[src/rtl/freq_div_pkg.sv]
// Shared constants, state type and helpers for the programmable divider.
// Imported by the divider core and by the top level.
package freq_div_pkg;

    localparam int unsigned MIN_DIV = 2;

    typedef enum logic {
        IDLE = 1'b0,
        RUN  = 1'b1
    } state_e;

    // High cycles per period: ceil(d/2)
    function automatic int unsigned hi_of(input int unsigned d);
        return (d + 1) >> 1;
    endfunction

endpackage

[src/rtl/freq_div_core.sv]
// Phase counter and registered out_clk/tick generation.
// Exports a strobe on the edge that ends a period or stops the divider.
module freq_div_core
    import freq_div_pkg::*;
#(
    parameter int W = 8
) (
    input  logic         clk,
    input  logic         rst_n,
    input  logic         en,
    input  logic [W-1:0] div_a,
    output logic         out_clk,
    output logic         tick,
    output logic         run,
    output logic         prd_end
);

    state_e       state_q, state_d;
    logic [W-1:0] p_q, p_d;
    logic         out_q, out_d;
    logic         tick_q, tick_d;
    logic [W-1:0] hi;
    logic         wrap;

    assign hi      = W'(hi_of(32'(div_a)));
    assign wrap    = (p_q == div_a - W'(1));
    assign run     = (state_q == RUN);
    assign prd_end = run & (~en | wrap);
    assign out_clk = out_q;
    assign tick    = tick_q;

    always_comb begin
        state_d = state_q;
        p_d     = '0;
        out_d   = 1'b0;
        tick_d  = 1'b0;
        unique case (state_q)
            IDLE: begin
                if (en) begin
                    state_d = RUN;
                    out_d   = 1'b1;
                    tick_d  = 1'b1;
                end
            end
            RUN: begin
                if (!en) begin
                    state_d = IDLE;
                end else begin
                    p_d    = wrap ? '0 : p_q + W'(1);
                    out_d  = (p_d < hi);
                    tick_d = (p_d == '0);
                end
            end
            default: state_d = IDLE;
        endcase
    end

    always_ff @(posedge clk or negedge rst_n) begin
        if (!rst_n) begin
            state_q <= IDLE;
            p_q     <= '0;
            out_q   <= 1'b0;
            tick_q  <= 1'b0;
        end else begin
            state_q <= state_d;
            p_q     <= p_d;
            out_q   <= out_d;
            tick_q  <= tick_d;
        end
    end

endmodule

[src/rtl/freq_div_prog.sv]
// Runtime-programmable clock divider: shadowed divisor, valid/ready
// configuration port and sticky illegal-divisor flag.
module freq_div_prog
    import freq_div_pkg::*;
#(
    parameter int W           = 8,
    parameter int DEFAULT_DIV = 8
) (
    input  logic         clk,
    input  logic         rst_n,
    input  logic         en,
    input  logic         cfg_valid,
    input  logic [W-1:0] cfg_div,
    output logic         cfg_ready,
    output logic         out_clk,
    output logic         tick,
    output logic         cfg_err
);

    localparam logic [W-1:0] MIN_W = W'(MIN_DIV);
    localparam logic [W-1:0] DEF_W = W'(DEFAULT_DIV);

    logic [W-1:0] div_a_q, div_a_d;
    logic [W-1:0] div_s_q, div_s_d;
    logic         pend_q, pend_d;
    logic         err_q, err_d;
    logic         run;
    logic         prd_end;
    logic         acc;
    logic         legal;

    assign cfg_ready = ~pend_q;
    assign cfg_err   = err_q;
    assign acc       = cfg_valid & ~pend_q;
    assign legal     = (cfg_div >= MIN_W);

    freq_div_core #(.W(W)) u_core (
        .clk     (clk),
        .rst_n   (rst_n),
        .en      (en),
        .div_a   (div_a_q),
        .out_clk (out_clk),
        .tick    (tick),
        .run     (run),
        .prd_end (prd_end)
    );

    always_comb begin
        div_a_d = div_a_q;
        div_s_d = div_s_q;
        pend_d  = pend_q;
        err_d   = err_q;
        if (pend_q && prd_end) begin
            div_a_d = div_s_q;
            pend_d  = 1'b0;
        end
        if (acc && !legal) begin
            err_d = 1'b1;
        end
        // Direct load only while idle and staying idle
        if (acc && legal) begin
            if (!run && !en) begin
                div_a_d = cfg_div;
            end else begin
                div_s_d = cfg_div;
                pend_d  = 1'b1;
            end
        end
    end

    always_ff @(posedge clk or negedge rst_n) begin
        if (!rst_n) begin
            div_a_q <= DEF_W;
            div_s_q <= '0;
            pend_q  <= 1'b0;
            err_q   <= 1'b0;
        end else begin
            div_a_q <= div_a_d;
            div_s_q <= div_s_d;
            pend_q  <= pend_d;
            err_q   <= err_d;
        end
    end

endmodule

[config.mk]
export PLATFORM = sky130hd
export DESIGN_NAME = freq_div_prog
export DESIGN_NICKNAME = d
export VERILOG_FILES = /design/src/rtl/freq_div_pkg.sv /design/src/rtl/freq_div_core.sv /design/src/rtl/freq_div_prog.sv
export SDC_FILE = /design/constraint.sdc
export NUM_CORES = 1
export LEC_CHECK = 0
export BUFFER_PORTS_ARGS = -buffer_cell sky130_fd_sc_hd__buf_4
export CELL_PAD_IN_SITES_DETAIL_PLACEMENT = 0
export CELL_PAD_IN_SITES_GLOBAL_PLACEMENT = 1
export CORE_UTILIZATION = 46
export DETAILED_ROUTE_END_ITERATION = 12
export PLACE_DENSITY_LB_ADDON = 0.15
export SYNTH_ARGS = -nofsm -noshare
export SYNTH_HDL_FRONTEND = slang
export SYNTH_SLANG_ARGS = --single-unit
[constraint.sdc]
create_clock -name clk -period 3.9 [get_ports clk]
set_input_delay 0.195 -clock clk [delete_from_list [all_inputs] [get_ports clk]]
set_output_delay 0.195 -clock clk [all_outputs]
set_load 0.03 [all_outputs]
## Word level (Yosys, flattened, before mapping)

Cells that the tools add are included.

| storage, ports and cells | value |
|---|---|
| output and inout bits | 4 |
| word-level logic and storage cells | 44 |
| register bits | 29 |

| operators by class | value |
|---|---|
| bitwise gates (word level) | 7 |
| mux-type cells | 14 |
| reductions and logical operators | 9 |
| equality and inequality tests | 1 |
| add/sub/neg operators | 3 |
| magnitude comparators | 2 |

Operator list:

| kind | number |
|---|---|
| $mux W8 | 6 |
| $add A8 B1 Y9 const B | 1 |
| $add A8 B1 Y8 const B | 1 |
| $eq A8 B8 Y1 | 1 |
| $ge A8 B2 Y1 const B | 1 |
| $logic_not A8 Y1 | 1 |
| $lt A8 B8 Y1 | 1 |
| $sub A8 B1 Y8 const B | 1 |
| $mux W1 | 6 |
| $logic_and A1 B1 Y1 | 4 |
| $not A1 Y1 | 4 |
| $pmux W1 S2 | 2 |
| $logic_not A1 Y1 | 3 |
| $and A1 B1 Y1 | 2 |
| $reduce_and A2 Y1 | 1 |
| $or A1 B1 Y1 | 1 |

## Longest topological paths before layout

| depth | value |
|---|---|
| depth in word-level cells | 8 |
| gate-level depth with buffers | 16 |

## Cells and area by module

Synthesis repeated with hierarchy kept, for this count alone.

| second synthesis, totals | value |
|---|---|
| cells, all modules | 190 |
| area total of the unflattened synthesis | 2095.8 um^2 |

Modules (own cells, without submodules):

| module | cells an instance | sequential area each (um^2) | instances | area an instance (um^2) |
|---|---|---|---|---|
| freq_div_core | 137 | 275.3 | 1 | 1196.1 |
| freq_div_prog | 53 | 451.7 | 1 | 899.6 |

## Least setup slack after synthesis

No wires, ideal clock.

| timing path | value |
|---|---|
| kind | register -> register |
| start point | register div_a_q[0] |
| end point | register u_core.out_q, in the netlist u_core.out_clk |
| path buffers | 3 |
| period minus slack after synthesis | 3.530 ns |
| cell stages (with the launch flop) | 17 |
| arrival time | 3.448 ns |
| setup slack | 0.370 ns |
| path through | dfrtp_1 > clkbuf_1 > inv_1 > ha_1 > or3b_4 > or4_1 > a32o_2 > a211oi_2 > buf_6 > buf_8 > nor2_1 > ha_1 > a21o_1 > a21o_1 > a21oi_1 > o211ai_1 > a31oi_1 |

| between the ends | value |
|---|---|
| cells in the longest elaborated chain, start to end | 6 |
| elaborated cells between the ends (all ways) | 7 |
| those cells by class | add/sub (2); order compare (1); eq/ne (1); mux (3) |

Ends and longest elaborated chain:

| what | RTL line | RTL |
|---|---|---|
| start, declared | freq_div_prog.sv:23 | `logic [W-1:0] div_a_q, div_a_d;` |
| start signal, assigned | freq_div_prog.sv:78 | `div_a_q <= div_a_d;` |
| $sub A8 B1 Y8 | freq_div_core.sv:26 | `assign wrap = (p_q == div_a - W'(1));` |
| $eq A8 B8 Y1 | freq_div_core.sv:26 |  |
| $mux W8 | freq_div_core.sv:49 | `p_d = wrap ? '0 : p_q + W'(1);` |
| $lt A8 B8 Y1 (*) | freq_div_core.sv:50 | `out_d = (p_d < hi);` |
| $mux W1 (*) | freq_div_core.sv:46 | `if (!en) begin` |
| $pmux W1 S2 (*) | freq_div_core.sv:37 | `unique case (state_q)` |
| named net u_core.out_d | freq_div_core.sv:20 | `logic out_q, out_d;` |
| end signal, assigned | freq_div_core.sv:67 | `out_q <= out_d;` |
| end, declared | freq_div_core.sv:20 |  |

Mark *: on every way through the listed nets, which the timed path passes. The rest lies on a longest branch.
A chain may end at the register's enable or synchronous reset.

## Final worst setup path

| timing path | value |
|---|---|
| start point | register div_a_q[1] |
| end point | register u_core.out_q, in the netlist u_core.out_clk |

Same word-level chain as after synthesis.

==> impl_metrics.json <==
{
  "cts_sinks": 29,
  "grt_pass1_wl_um": 7086,
  "antenna_found_initial": 0,
  "path_cells": "inv_1, ha_1, or3b_4, or4_1, a32o_2, a211oi_2, buf_4, nor2_1, ha_1, a21o_1, a21oi_1, o211ai_1, a31oi_1",
  "worst-path-buf-inv": 2,
  "nNetsFinal": 241,
  "path_max_fanout": 9,
  "cts_root_buf": "clkbuf_8",
  "gp_congestion": 0.8560,
  "grt_pass1_vias": 1486,
  "fin_crit_ns": 3.587,
  "wl_met1_um": 2032,
  "grt.total_usage_pct": 21.46,
  "avgSynthCellArea_um2": 9.508,
  "htree_levels": 2,
  "top_layer": "met4",
  "fin_crit_sh_pct": 91.98,
  "dp_slack_ns": 0.3423,
  "critPathMaxStageDelay_ns": 0.47,
  "route.met2.wl_um": 1947,
  "required_ns": 4.10,
  "path_depth": 13,
  "clock_latency_ns": 0.28,
  "final_antenna_net_count": 0,
  "finalMaxSlewViolations": 0,
  "power_frac_seq_pct": 41.0,
  "maxCapViolCount": 0,
  "synth_top_area_cell": "dfrtp_1",
  "route.detailed.drc": 0,
  "combPwrFrac_pct": 38.2,
  "setup_viol_count_final": 0,
  "p_sw_mw": 0.4466,
  "fillers": 386,
  "start_kind": "flip-flop",
  "num_antenna_cells": 0,
  "totalPowerFinal_mw": 1.149,
  "slew_headroom_pct": 58.20,
  "p_leak_nw": 0.9303,
  "synth_area_um2": 1968,
  "wl_per_cell_um": 15.50,
  "hpwlAfterDp_um": 3150,
  "clk_pin_slew_ns": 0.06,
  "coreArea_um2": 4058,
  "p_per_area_nw_per_um2": 528.2,
  "ys.flop_type": "dfrtp_1",
  "cts_buffers": 5,
  "tns_ns": 0,
  "dieArea_um2": 4544,
  "crit_type": "reg -> reg",
  "yosysWarnings": 0,
  "ys_ff_latch": 29,
  "yosysUniqueCellTypes": 47,
  "instances_no_fill": 270,
  "report.final.hold_viol_count": 0,
  "pin_count": 16,
  "slowest_stage": "dfrtp_1",
  "cts_tree": "built",
  "postSynthCellCount": 207,
  "portBuffers": 15,
  "grt_overflow_total": 0,
  "async_reset_ff_share_pct": 100.0,
  "clock_skew_ns": 0.004995,
  "syn2layout_area_growth_pct": 10.55,
  "post_dp_cell_area_um2": 2083,
  "drive_above_1_share_pct": 19.09,
  "whs_ns": 0.04620,
  "p_int_mw": 0.7025,
  "ir_worst_vdd_uv": 222.0,
  "clockBufferDepth": 2,
  "met3_length_um": 163,
  "initial_core_util_pct": 48.50,
  "synth_edf_count": 0,
  "synth.top_cell.area_share_pct": 35.60,
  "dr.first_iter.drc_count": 59,
  "timing.final.ws_setup_ns": 0.3127,
  "cp_top_family": "compound AO/OA/AOI/OAI gates",
  "holdCritPathClass": "in -> reg",
  "grt_setup_unrepaired": "false",
  "p_sw_share_pct": 38.87,
  "final_area_um2": 2176,
  "final_core_util_pct": 53.62,
  "status": "completed",
  "core.rowCount": 23,
  "post-cts-setup-buffer-count": 0,
  "die_w_um": 67.41,
  "fmax_mhz": 278.8,
  "worstMarginPinSlew_ns": 0.6251,
  "cpMostUsedCell": "ha_1",
  "vias_per_cell": 5.881,
  "dr.pass1.iters": 4,
  "yosysSeqAreaShare_pct": 36.94,
  "reg2reg_depth": 13,
  "fp.dieH_um": 67.41,
  "endpoint_kind": "flip-flop",
  "synth_area_leaders": "dfrtp_1 (36%), ha_1 (6.4%), nor2_1 (5.0%)",
  "placed_cells": 261,
  "syn-num-nets": 229,
  "vias": 1588,
  "grt_start_max_net_pins": 30,
  "power.share.clock_pct": 20.8,
  "min_path_cells": 1,
  "totalWireLength_um": 4185,
  "crit_arrival_ns": 3.79,
  "cts.repair.resized": 0
}
==> registers in the layout (all words and copies together) (netlist names) <==
name            cells
div_a_q             8
div_s_q             8
u_core.p_q          8
cfg_err             1
pend_q              1
u_core.out_clk      1
u_core.run          1
u_core.tick         1
==> cell families (layout without fill, tap and decap cells) <==
family	after synthesis	count (layout)	synth area share, %
simple gates	73	73	19.45
compound gates	49	49	19.07
xor+xnor	19	19	8.455
fa+ha+maj	10	10	6.357
buf+inv	19	32	5.149
mux	8	8	4.577
flops	29	29	36.94
==> synthesized netlist by cell type, types with 3 or more instances <==
library cell	count
dfrtp_1	28
nor2_1	26
a31oi_1	10
ha_1	10
nand3_1	10
xor2_1	10
o211ai_1	9
xnor2_1	9
clkbuf_1	8
mux2_2	8
o311ai_0	8
nand2_1	6
inv_1	5
nor2b_1	5
a21oi_1	4
and3_1	4
nor3_1	4
o21ai_0	3
or4_1	3
==> final cells by class <==
class                      count  area (um^2)  share of cell area, %
timing repair buffer          19        145.1                  6.670
inverter                       5        18.77                 0.8626
multi-input combinational    159         1140                  52.39
clock inverter                 2        10.01                 0.4600
sequential                    29        726.9                  33.41
clock buffer                   6        72.57                  3.335
tap                           50        62.56                  2.875
==> worst reg2reg max path, cell delays in order (launching register included) <==
cell and delay (ns):
dfrtp_1 0.47, inv_1 0.09, ha_1 0.20, or3b_4 0.40
or4_1 0.47, a32o_2 0.31, a211oi_2 0.30, buf_4 0.23
nor2_1 0.06, ha_1 0.31, a21o_1 0.16, a21oi_1 0.19
o211ai_1 0.13, a31oi_1 0.18
==> cell usage in the layout (no fill, tap or decap), drive strengths merged, types with 5 or more instances in the layout <==
cell and count:
dfrtp 28, nor2 26, buf 18, o211ai 11
nand3 10, xor2 10, a31oi 10, ha 10
xnor2 9, o311ai 8, mux2 8, nand2 6
clkbuf 6, nor2b 5, inv 5
==> metal layers <==
layer | vias to the layer above | global-route usage, %
met4 | 0 | 6.383
li1 | 788 | -
met5 | - | 0
met1 | 754 | 27.84
met3 | 4 | 5.068
met2 | 42 | 35.25
==> power by group through the flow <==
stage / registers (mW) / logic, mW / clock network (mW)
global placement: 0.468 / 0.425 / 0
detailed placement: 0.473 / 0.435 / 0
floorplan: 0.421 / 0.381 / 0
global route: 0.482 / 0.489 / 0.261
finish: 0.471 / 0.439 / 0.240
CTS: 0.468 / 0.438 / 0.244
==> timing repair <==
item / in CTS / in global routing
hold buffers: 1 / 0
setup endpoints to repair: 0 / 0
endpoints found under the hold margin: 28 / 0
==> path summary, 6_finish.rpt <==
| check | slack [ns] | start | to |
|---|---|---|---|
| min in group asynchronous | 0.37 | rst_n | u_core.p_q[7] |
| hold / removal | 0.05 | en | u_core.run |
| max in group asynchronous | 3.21 | rst_n | div_a_q[3] |
| setup / recovery | 0.31 | div_a_q[1] | u_core.out_clk |
| hold reg to reg | 0.48 | cfg_err | cfg_err |
| setup reg to reg | 0.31 | div_a_q[1] | u_core.out_clk |
(Power assumes the default switching activity.)
